**config.mk**
```make
export PLATFORM = sky130hd
export DESIGN_NAME = if_fetch_queue
export DESIGN_NICKNAME = d
export VERILOG_FILES = /design/src/rtl/if_fetch_queue.sv
export SDC_FILE = /design/constraint.sdc
export NUM_CORES = 1
export LEC_CHECK = 0
export CAP_MARGIN = 25
export CORE_MARGIN = 2
export CORE_UTILIZATION = 44
export DETAILED_ROUTE_END_ITERATION = 8
export PLACE_DENSITY_LB_ADDON = 0.2
export SETUP_SLACK_MARGIN = 0.2
export SKIP_LAST_GASP = 1
export SLEW_MARGIN = 15
export SYNTH_ARGS = -nofsm -noshare
export SYNTH_HDL_FRONTEND = slang
export SYNTH_SLANG_ARGS = --single-unit
```
**constraint.sdc**
```tcl
create_clock -name CLK -period 4.7 [get_ports CLK]
set_clock_uncertainty 0.15 [all_clocks]
set_input_delay 0.47 -clock CLK [delete_from_list [all_inputs] [get_ports CLK]]
set_output_delay 0.47 -clock CLK [all_outputs]
set_load 0.02 [all_outputs]
```
**src/rtl/if_fetch_queue.sv**
```systemverilog
// Instruction-fetch stage with a DEPTH-entry prefetch queue feeding decode.
// Owns the PC and drives a combinational instruction memory. Redirects from decode flush the queue.
module if_fetch_queue #(
    parameter int          DEPTH    = 2,
    parameter int          IMEM_AW  = 6,
    parameter logic [31:0] RESET_PC = 32'h0000_0000,
    parameter bit          LIMIT_EN = 1'b0,
    parameter logic [31:0] PC_LIMIT = 32'd84,
    parameter logic [31:0] LOOP_PC  = 32'd80
) (
    input  logic                         CLK,
    input  logic                         reset,
    input  logic                         PCSrcD,
    input  logic                         JumpRegD,
    input  logic [31:0]                  PCBranchD,
    input  logic [31:0]                  JRTargetD,
    output logic [IMEM_AW-1:0]           ImemAddr,
    input  logic [31:0]                  ImemRD,
    input  logic                         ReadyD,
    output logic                         InstrValidF,
    output logic [31:0]                  RDF,
    output logic [31:0]                  PCPlus4F,
    output logic [31:0]                  PCF,
    output logic [$clog2(DEPTH+1)-1:0]   QueueCount
);

    localparam int CW = $clog2(DEPTH + 1);
    localparam int PW = $clog2(DEPTH);
    localparam logic [CW-1:0] DEPTH_C = CW'(DEPTH);

    logic [31:0]   instr_q [DEPTH];
    logic [31:0]   pc4_q   [DEPTH];
    logic [PW-1:0] wr_ptr_r;
    logic [PW-1:0] rd_ptr_r;
    logic [CW-1:0] count_r;
    logic [31:0]   pc_r;

    logic          redirect_s;
    logic [31:0]   target_s;
    logic          valid_s;
    logic          pop_s;
    logic          push_s;
    logic [31:0]   seq_s;
    logic [31:0]   npc_raw_s;
    logic [31:0]   npc_s;

    // Handshake, redirect target and next-PC selection including the optional clamp
    always_comb begin
        redirect_s = JumpRegD | PCSrcD;
        target_s   = (JumpRegD ? JRTargetD : PCBranchD) & 32'hFFFF_FFFC;
        valid_s    = (count_r != {CW{1'b0}});
        pop_s      = valid_s & ReadyD;
        push_s     = !redirect_s & ((count_r < DEPTH_C) | pop_s);
        seq_s      = pc_r + 32'd4;
        npc_raw_s  = redirect_s ? target_s : seq_s;
        if (LIMIT_EN && (npc_raw_s >= PC_LIMIT)) begin
            npc_s = LOOP_PC;
        end else begin
            npc_s = npc_raw_s;
        end
    end

    // PC, pointers and occupancy; a redirect discards everything queued this cycle
    always_ff @(posedge CLK) begin
        if (reset) begin
            pc_r     <= RESET_PC;
            count_r  <= {CW{1'b0}};
            wr_ptr_r <= {PW{1'b0}};
            rd_ptr_r <= {PW{1'b0}};
        end else begin
            if (redirect_s) begin
                count_r  <= {CW{1'b0}};
                wr_ptr_r <= {PW{1'b0}};
                rd_ptr_r <= {PW{1'b0}};
            end else begin
                case ({push_s, pop_s})
                    2'b10:   count_r <= count_r + CW'(1);
                    2'b01:   count_r <= count_r - CW'(1);
                    default: count_r <= count_r;
                endcase
                if (push_s) begin
                    wr_ptr_r <= wr_ptr_r + PW'(1);
                end else begin
                    wr_ptr_r <= wr_ptr_r;
                end
                if (pop_s) begin
                    rd_ptr_r <= rd_ptr_r + PW'(1);
                end else begin
                    rd_ptr_r <= rd_ptr_r;
                end
            end
            if (redirect_s || push_s) begin
                pc_r <= npc_s;
            end else begin
                pc_r <= pc_r;
            end
        end
    end

    // Queue payload storage; contents are only meaningful under count_r
    always_ff @(posedge CLK) begin
        if (!reset && push_s) begin
            instr_q[wr_ptr_r] <= ImemRD;
            pc4_q[wr_ptr_r]   <= seq_s;
        end
    end

    // Head presentation, forced to zero while empty
    always_comb begin
        if (valid_s) begin
            RDF      = instr_q[rd_ptr_r];
            PCPlus4F = pc4_q[rd_ptr_r];
        end else begin
            RDF      = 32'h0000_0000;
            PCPlus4F = 32'h0000_0000;
        end
    end

    assign InstrValidF = valid_s;
    assign QueueCount  = count_r;
    assign PCF         = pc_r;
    assign ImemAddr    = pc_r[IMEM_AW+1:2];

endmodule

```
==> flow_summary.toml, run 1 <==
[final_layout]
layout_common_cells = "clkdlybuf4s50_1, edfxtp_1, nor2_1"
fillCellCount = 1318
nets = 908
synthToLayoutAreaGrowth_pct = 35.84
drive_gt1_frac = 0.06968
antenna_cells = 0
multi_input_area_sq_um = 2751
layout_commonest_cell = "clkdlybuf4s50_1"
finish.instance_area_sq_um = 10180
sequential_cell_area_sq_um = 4428

[clocking]
clkTransAtPathRegs_ps = 60
cts_tree = "yes"
cts_root_buf = "clkbuf_16"
cts_hold_buf = 0
cts-buffers-inserted = 17
post-cts-setup-buffer-count = 0
cts_num_sinks = 159
cts-resized-gates = 0
clk-insertion-delay-late_ps = 420
htree_num_levels = 4
clockBufferDepth = 2

[outcome]
status = "completed"

[drt]
vias_per_cell = 5.523
wl_microns = 18440
drt_iter0_drc = 373
num_vias = 5733
drt_drc_violations_left = 0
avgRoutedWirePerCell_microns = 17.76
detail_route.first_pass.iterations = 5
antenna_left = 0

[placement]
port_buffers = 197
placed_cell_area_sq_um = 9585
gp_routability_congestion = 0.8889
dpl.hpwl_microns = 12910

[worst_setup_path]
cp_data_arrival_time_ps = 2650
required_ps = 4080
crit_family = "buffers and inverters"
critPathLaunchType = "register"
setup.worst_path.class = "reg -> out"
cp_cell_sequence = "nor2_4, buf_4, nor2_1, clkdlybuf4s50_1"
max_stage_delay_ps = 710
crit_path_top_delay_cell = "nor2_4"
worst-path-max-fanout = 37
crit_buf_inv = 2
crit_path_end_kind = "output pin"

[power]
p_total_mw = 3.287
ir_worst_vdd_mv = 0.2846
power.density_cell_area_nw_per_um2 = 323.0
power.static_leakage_nw = 3.349

[sta]
slew_violations = 0
timing.final.hold_violations = 0
setup-violations-final = 0
rsz0062_at_grt = "no"
share_of_the_clock_period_used_by_the_worst_path_after_layout = 0.6954
worst-slew-pin-transition_ps = 998.7
timing.fmax_mhz = 306.0
time_the_worst_path_needs_with_i_o_delays_and_setup_ps = 3268
timing.setup.tns_ps = 0
hold_ws_ps = 379.6
relSlewSlack = 0.3317

[job]
cap_violations = 0

[synthesis]
synth_seq_area_share = 0.5905
synth_async_reset_ratio = 0
avgSynthCellArea_sq_um = 11.84
synth.distinct_cells = 57
synth.yosys.warnings = 0
area_of_the_mapped_netlist_sq_um = 7492
synth_top_family_by_area = "simple AND/OR/NAND/NOR gates"
xor_and_xnor_fraction_of_the_mapped_netlist_area = 0.04442
synth_seq_cells = 159
area_share_of_fa_ha_maj_cells_after_synthesis = 0.003340
synth_mux_area_frac = 0.08684
netlist_instances = 633
synth-main-ff-cell = "edfxtp_1"
synth-edff-count = 124
synth-simple-area-share = 0.1406
synth_compound_gate_area_share = 0.08784

[grt]
grt_pass1_vias = 5639
grt_util_overall = 0.2054
largest_net_degree_at_the_start_of_global_routing = 63
grt-ovfl-total = 0
antenna_found_initial = 0
grt_first_pass_wirelength_microns = 29060

[floorplanning]
starting_density_of_the_core = 0.4502
core.rowCount = 47
design.die.area_sq_um = 18090
pin_count = 206
die_height_microns = 134.5
design.core.area_sq_um = 16640
die_w_microns = 134.5

[hold_path]
min-delay-path-class = "reg -> reg"
[power breakdown]
group,total (mW),leakage [nW],internal [mW],switching (mW)
sequential,1.61,1.44,1.56,0.0515
combinational,0.331,1.62,0.172,0.158
clock,1.34,0.289,0.810,0.534
total,3.29,3.35,2.54,0.743
[area by class of cell]
type	instances	area share
flip-flops and latches	159	0.4351
multi-input cells	404	0.2703
repair buffers	208	0.2038
clock buffers	19	0.04450
well taps	220	0.02705
clock inverters	13	0.01365
inverters	15	0.005532
[state kept, by name, indices dropped and copies added (netlist names), named ones only]
register	cells
instr_q	64
PCF	30
wr_ptr_r	1
QueueCount	2
rd_ptr_r	1
pc4_q	60
[path summary, 6_finish.rpt]
kind         slack (ps)  depth (start not counted)      endpoint           from
max                1430                          4  PCPlus4F[28]  QueueCount[1]
min                 380                          2      rd_ptr_r       rd_ptr_r
max reg2reg        1830                          4  pc4_q[1][27]         PCF[6]
min reg2reg         380                          2      rd_ptr_r       rd_ptr_r
[worst min-delay path, delay by kind of cell, from the launching register on]
| family | cells | cell delay, ps |
|---|---|---|
| flops | 1 | 320 |
| xor+xnor | 1 | 90 |
| simple gates | 1 | 90 |
[per-stage QoR]
step,setup slack (ps),utilization,std cells
floorplan,206.4,-,636
global placement,1246,0.5743,1005
detailed placement,1192,0.5760,1006
CTS,1372,0.6115,1038
global route,1217,0.6115,1038
finish,1432,0.6115,1038
[cells in the mapped netlist, drive strengths merged, types with 14 or more instances]
cell    instances  share of area
nand2          27          0.014
xor2           14          0.016
edfxtp        124           0.50
clkbuf         35          0.018
buf            23          0.021
mux2i          65          0.087
nand3          20          0.013
o211ai         23          0.024
xnor2          24          0.028
inv            15         0.0075
nor2           92          0.046
dfxtp          35          0.094
[logic make-up after synthesis]
family | Yosys count
muxes | 65
xor gates and xnor gates | 38
buffers and inverters | 73
DFF | 159
AOI/OAI and AO/OA | 87
adders and majority gates | 2
other | 1
and+or+nand+nor | 208
[per-layer routing]
metal / vias up / track usage / share of wire
li1: 2693 / - / -
met2: 291 / 0.3359 / 0.48
met5: - / 0 / 0
met3: 34 / 0.05105 / 0.077
met4: 0 / 0.07427 / 0.020
met1: 2715 / 0.2670 / 0.42
(Power assumes the default switching activity.)
==> inputs of run 2 (changes only) <==
--- a/config.mk
+++ b/config.mk
@@ -7,7 +7,7 @@
 export LEC_CHECK = 0
 export CAP_MARGIN = 25
 export CORE_MARGIN = 2
-export CORE_UTILIZATION = 44
+export CORE_UTILIZATION = 49
 export DETAILED_ROUTE_END_ITERATION = 8
 export PLACE_DENSITY_LB_ADDON = 0.2
 export SETUP_SLACK_MARGIN = 0.2
==> constraint.sdc (replaced) <==
create_clock -name CLK -period 3.25 [get_ports CLK]
set_clock_uncertainty 0.15 [all_clocks]
set_input_delay 0.325 -clock CLK [delete_from_list [all_inputs] [get_ports CLK]]
set_output_delay 0.325 -clock CLK [all_outputs]
set_load 0.02 [all_outputs]
==> flow_summary.toml, run 2 (same netlist as run 1, synthesis figures left out) <==
[sta]
time_the_worst_path_needs_with_i_o_delays_and_setup_ps = 2787
setup-violations-final = 0
timing.fmax_mhz = 358.8
timing.setup.tns_ps = 0
share_of_the_clock_period_used_by_the_worst_path_after_layout = 0.8575
rsz0062_at_grt = "no"
slew_violations = 0
timing.final.hold_violations = 0
worst-slew-pin-transition_ps = 727.2
relSlewSlack = 0.5146

[floorplanning]
die_height_microns = 127.7
starting_density_of_the_core = 0.4965
design.core.area_sq_um = 15090
design.die.area_sq_um = 16300
core.rowCount = 45
die_w_microns = 127.7
pin_count = 206

[worst_setup_path]
max_stage_delay_ps = 550
crit_path_top_delay_cell = "clkdlybuf4s50_1"
setup.worst_path.class = "reg -> out"
crit_path_end_kind = "output pin"
worst-path-max-fanout = 28
cp_cell_sequence = "nor2_4, buf_4, nor2_1, clkdlybuf4s50_1"
crit_buf_inv = 2
cp_data_arrival_time_ps = 2310
critPathLaunchType = "register"
crit_family = "buffers and inverters"
required_ps = 2770

[power]
power.static_leakage_nw = 3.403
switchingPower_mw = 1.130
power_frac_comb = 0.102
clockPowerShare = 0.414
netSwitchingFraction = 0.2350
seq_power_share = 0.484
internal_power_mw = 3.678
power.density_cell_area_nw_per_um2 = 469.3
ir_worst_vdd_mv = 0.3571

[final_layout]
layout_common_cells = "clkdlybuf4s50_1, edfxtp_1, nor2_1"
drive_gt1_frac = 0.08203
top_reg_by_flops = "instr_q"
synthToLayoutAreaGrowth_pct = 36.74
nets = 919
layout_commonest_cell = "clkdlybuf4s50_1"
antenna_cells = 0
finalCoreUtilization = 0.6789
largest_register_ffs = 64

[drt]
detail_route.first_pass.iterations = 5
antenna_left = 0
avgRoutedWirePerCell_microns = 18.06
drt_iter0_drc = 457
wl_microns = 18360
drt_drc_violations_left = 0
vias_per_cell = 5.646
num_vias = 5742

[hold_path]
min-delay-path-class = "in -> reg"

[grt]
grt_first_pass_wirelength_microns = 28700
antenna_found_initial = 0
grt_pass1_vias = 5590
grt-ovfl-total = 0
largest_net_degree_at_the_start_of_global_routing = 63
grt_util_overall = 0.2248

[clocking]
post-cts-setup-buffer-count = 0
clk-insertion-delay-late_ps = 420
cts_num_sinks = 159
cts-buffers-inserted = 17
cts_tree = "yes"
cts_root_buf = "clkbuf_16"
cts_hold_buf = 0
clockBufferDepth = 2
htree_num_levels = 4
clkTransAtPathRegs_ps = 60
cts-resized-gates = 0

[placement]
dpl.hpwl_microns = 12820
gp_routability_congestion = 0.8736
port_buffers = 197

[outcome]
status = "completed"

[job]
cap_violations = 0
## run 2: cell type report
cell class                      count  area, sq um
Multi-Input combinational cell    404         2751
Tap cell                          188        235.2
Fill cell                        1096         4845
Clock inverter                     14        160.2
Inverter                           15        56.30
Sequential cell                   159         4428
Timing Repair Buffer              219         2175
Clock buffer                       18        439.2
## run 2: per-layer routing
metal	GRT usage	up-vias	wire length, microns
met3	0.04424	18	1344
met4	0.08662	0	210
met5	0	-	0
met2	0.3658	276	8939
met1	0.2998	2734	7868
li1	-	2714	-
## run 2: worst register-to-register path: stages, from the launching register on
cell and delay, ps:
dfxtp_1 520, nand4_2 250, or4_1 890, or3_4 510, xnor2_1 140
## run 2: worst paths after layout
path / start / endpoint / slack (ps) / cells past startpoint
setup / recovery: QueueCount[1] / RDF[6] / 460 / 4
hold / removal: JRTargetD[4] / PCF[4] / 340 / 3
setup reg to reg: PCF[2] / pc4_q[1][27] / 530 / 4
hold reg to reg: rd_ptr_r / rd_ptr_r / 400 / 2
## run 2: power by group through the flow
stage	Combinational [mW]	Sequential (mW)	Clock (mW)
after global routing	0.525	2.33	2.09
after detailed placement	0.488	2.37	0
after floorplan	0.213	2.38	0
final	0.492	2.33	1.99
after CTS	0.491	2.33	2.01
after global placement	0.478	2.36	0
## run 2: metrics by stage
stage	setup WS [ps]	instances	hold WS, ps	power (mW)	cell area, sq um
finish	463.1	1017	335.5	4.808	10240
global route	319.8	1017	317.2	4.953	10240
CTS	429.3	1017	321.3	4.828	10240
detailed placement	553.0	985	374.2	2.858	9646
global placement	595.6	985	344.9	2.842	9646
floorplan	609.3	636	273.9	2.588	7512
==> inputs of run 3 (changes only) <==
--- a/config.mk
+++ b/config.mk
@@ -8,8 +8,10 @@
 export CAP_MARGIN = 25
 export CORE_MARGIN = 2
 export CORE_UTILIZATION = 49
+export CTS_CLUSTER_DIAMETER = 40
 export DETAILED_ROUTE_END_ITERATION = 8
 export PLACE_DENSITY_LB_ADDON = 0.2
+export RECOVER_POWER = 50
 export SETUP_SLACK_MARGIN = 0.2
 export SKIP_LAST_GASP = 1
 export SLEW_MARGIN = 15
==> flow_summary.toml, run 3 (same netlist as run 1, synthesis figures left out) <==
[clocking]
post-cts-setup-buffer-count = 0
cts_num_sinks = 159
clockBufferDepth = 2
cts-resized-gates = 0
cts_hold_buf = 0
cts_tree = "yes"
htree_num_levels = 4
clkTransAtPathRegs_ps = 60
clk-insertion-delay-late_ps = 420
cts_root_buf = "clkbuf_16"
cts-buffers-inserted = 17

[worst_setup_path]
reg2reg_slack_ps = 350
setup.worst_path.start = "ReadyD"
r2r_start = "QueueCount[1]"
cp_data_arrival_time_ps = 2860
worst-path-max-fanout = 62
critical_path.reg2reg.endpoint = "instr_q[1][9]"
critPathLaunchType = "input port"
crit_path_end_kind = "register"
worstRegToRegCells = 4
required_ps = 3140
setup.worst_path.class = "in -> reg"

[sta]
timing.setup.tns_ps = 0
time_the_worst_path_needs_with_i_o_delays_and_setup_ps = 2971
worst-slew-pin-transition_ps = 934.9
share_of_the_clock_period_used_by_the_worst_path_after_layout = 0.9143
relSlewSlack = 0.3767
hold_ws_ps = 335.9
minimum_setup_slack_in_the_final_design_ps = 278.6
rsz0062_at_grt = "no"
slew_violations = 0
setup-violations-final = 0
timing.final.hold_violations = 0
timing.fmax_mhz = 336.5

[drt]
drt_iter0_drc = 494
avgRoutedWirePerCell_microns = 17.97
detail_route.first_pass.iterations = 5
drt_drc_violations_left = 0
num_vias = 5744
antenna_left = 0
vias_per_cell = 5.648
wl_microns = 18280

[floorplanning]
die_w_microns = 127.7
design.die.area_sq_um = 16300
starting_density_of_the_core = 0.4965
die_height_microns = 127.7
core.rowCount = 45
design.core.area_sq_um = 15090
pin_count = 206

[outcome]
status = "completed"

[grt]
grt_first_pass_wirelength_microns = 28700
grt_pass1_vias = 5590
grt_util_overall = 0.2248
grt-ovfl-total = 0
largest_net_degree_at_the_start_of_global_routing = 63
antenna_found_initial = 0

[hold_path]
min_delay_path_depth = 3
whs_endpoint = "PCF[4]"
holdCritStartpoint = "JRTargetD[4]"
min-delay-path-class = "in -> reg"

[power]
power.static_leakage_nw = 3.463
ir_worst_vdd_mv = 0.3581
power.density_cell_area_nw_per_um2 = 468.1

[final_layout]
largest_register_ffs = 64
layout_common_cells = "clkdlybuf4s50_1, edfxtp_1, nor2_1"
antenna_cells = 0
top_reg_by_flops = "instr_q"
drive_gt1_frac = 0.07358
synthToLayoutAreaGrowth_pct = 36.26
multi_input_area_sq_um = 2743
layout_commonest_cell = "clkdlybuf4s50_1"
fillCellCount = 1102
nets = 919
sequential_cell_area_sq_um = 4428

[placement]
post-place-ws_ps = 553.0
gp_routability_congestion = 0.8736
dpl.hpwl_microns = 12820
port_buffers = 197

[job]
cap_violations = 0
==> run 3: cell count changes in the layout (fill, tap and decap cells not counted), sizes merged <==
cell and change:
clkbuf +5, dlygate4sd3 +69, clkdlybuf4s50 -69, buf -5
==> run 3: through the flow <==
step / instance area, sq um / total power [mW] / utilization / std cells
final: 10210 / 4.779 / 0.6765 / 1017
after global routing: 10210 / 4.930 / 0.6765 / 1017
after CTS: 10240 / 4.828 / 0.6789 / 1017
after detailed placement: 9646 / 2.858 / 0.6392 / 985
after global placement: 9646 / 2.842 / 0.6392 / 985
after floorplan: 7512 / 2.588 / - / 636
==> run 3: worst max path at each step <==
stage,to,cells after the start
floorplan,instr_q[0][0],4
global placement,pc4_q[1][27],4
detailed placement,PCF[30],7
CTS,RDF[21],4
global route,pc4_q[1][12],5
finish,instr_q[1][9],5
==> run 3: cell type report <==
cell class	instances	share of cell area
Tap cell	188	0.02304
Inverter	15	0.005515
Clock buffer	18	0.04302
Multi-Input combinational cell	404	0.2687
Timing Repair Buffer	219	0.2103
Clock inverter	14	0.01569
Sequential cell	159	0.4338
==> run 3: power by group <==
| group | internal, mW | switching [mW] |
|---|---|---|
| registers | 2.26 | 0.0686 |
| logic | 0.235 | 0.234 |
| clock network | 1.17 | 0.820 |
==> run 3: per-layer routing <==
layer,vias up,GRT usage,routed length [microns]
met5,-,0,0
met4,0,0.08662,231
met3,22,0.04424,1326
met2,265,0.3658,8819
met1,2740,0.2998,7900
li1,2717,-,-
==> run 3: critical path: stages <==
cell             delay (ps)
clkdlybuf4s50_1         570
nand2b_1                290
clkbuf_1                580
and3_2                  310
clkbuf_4                750
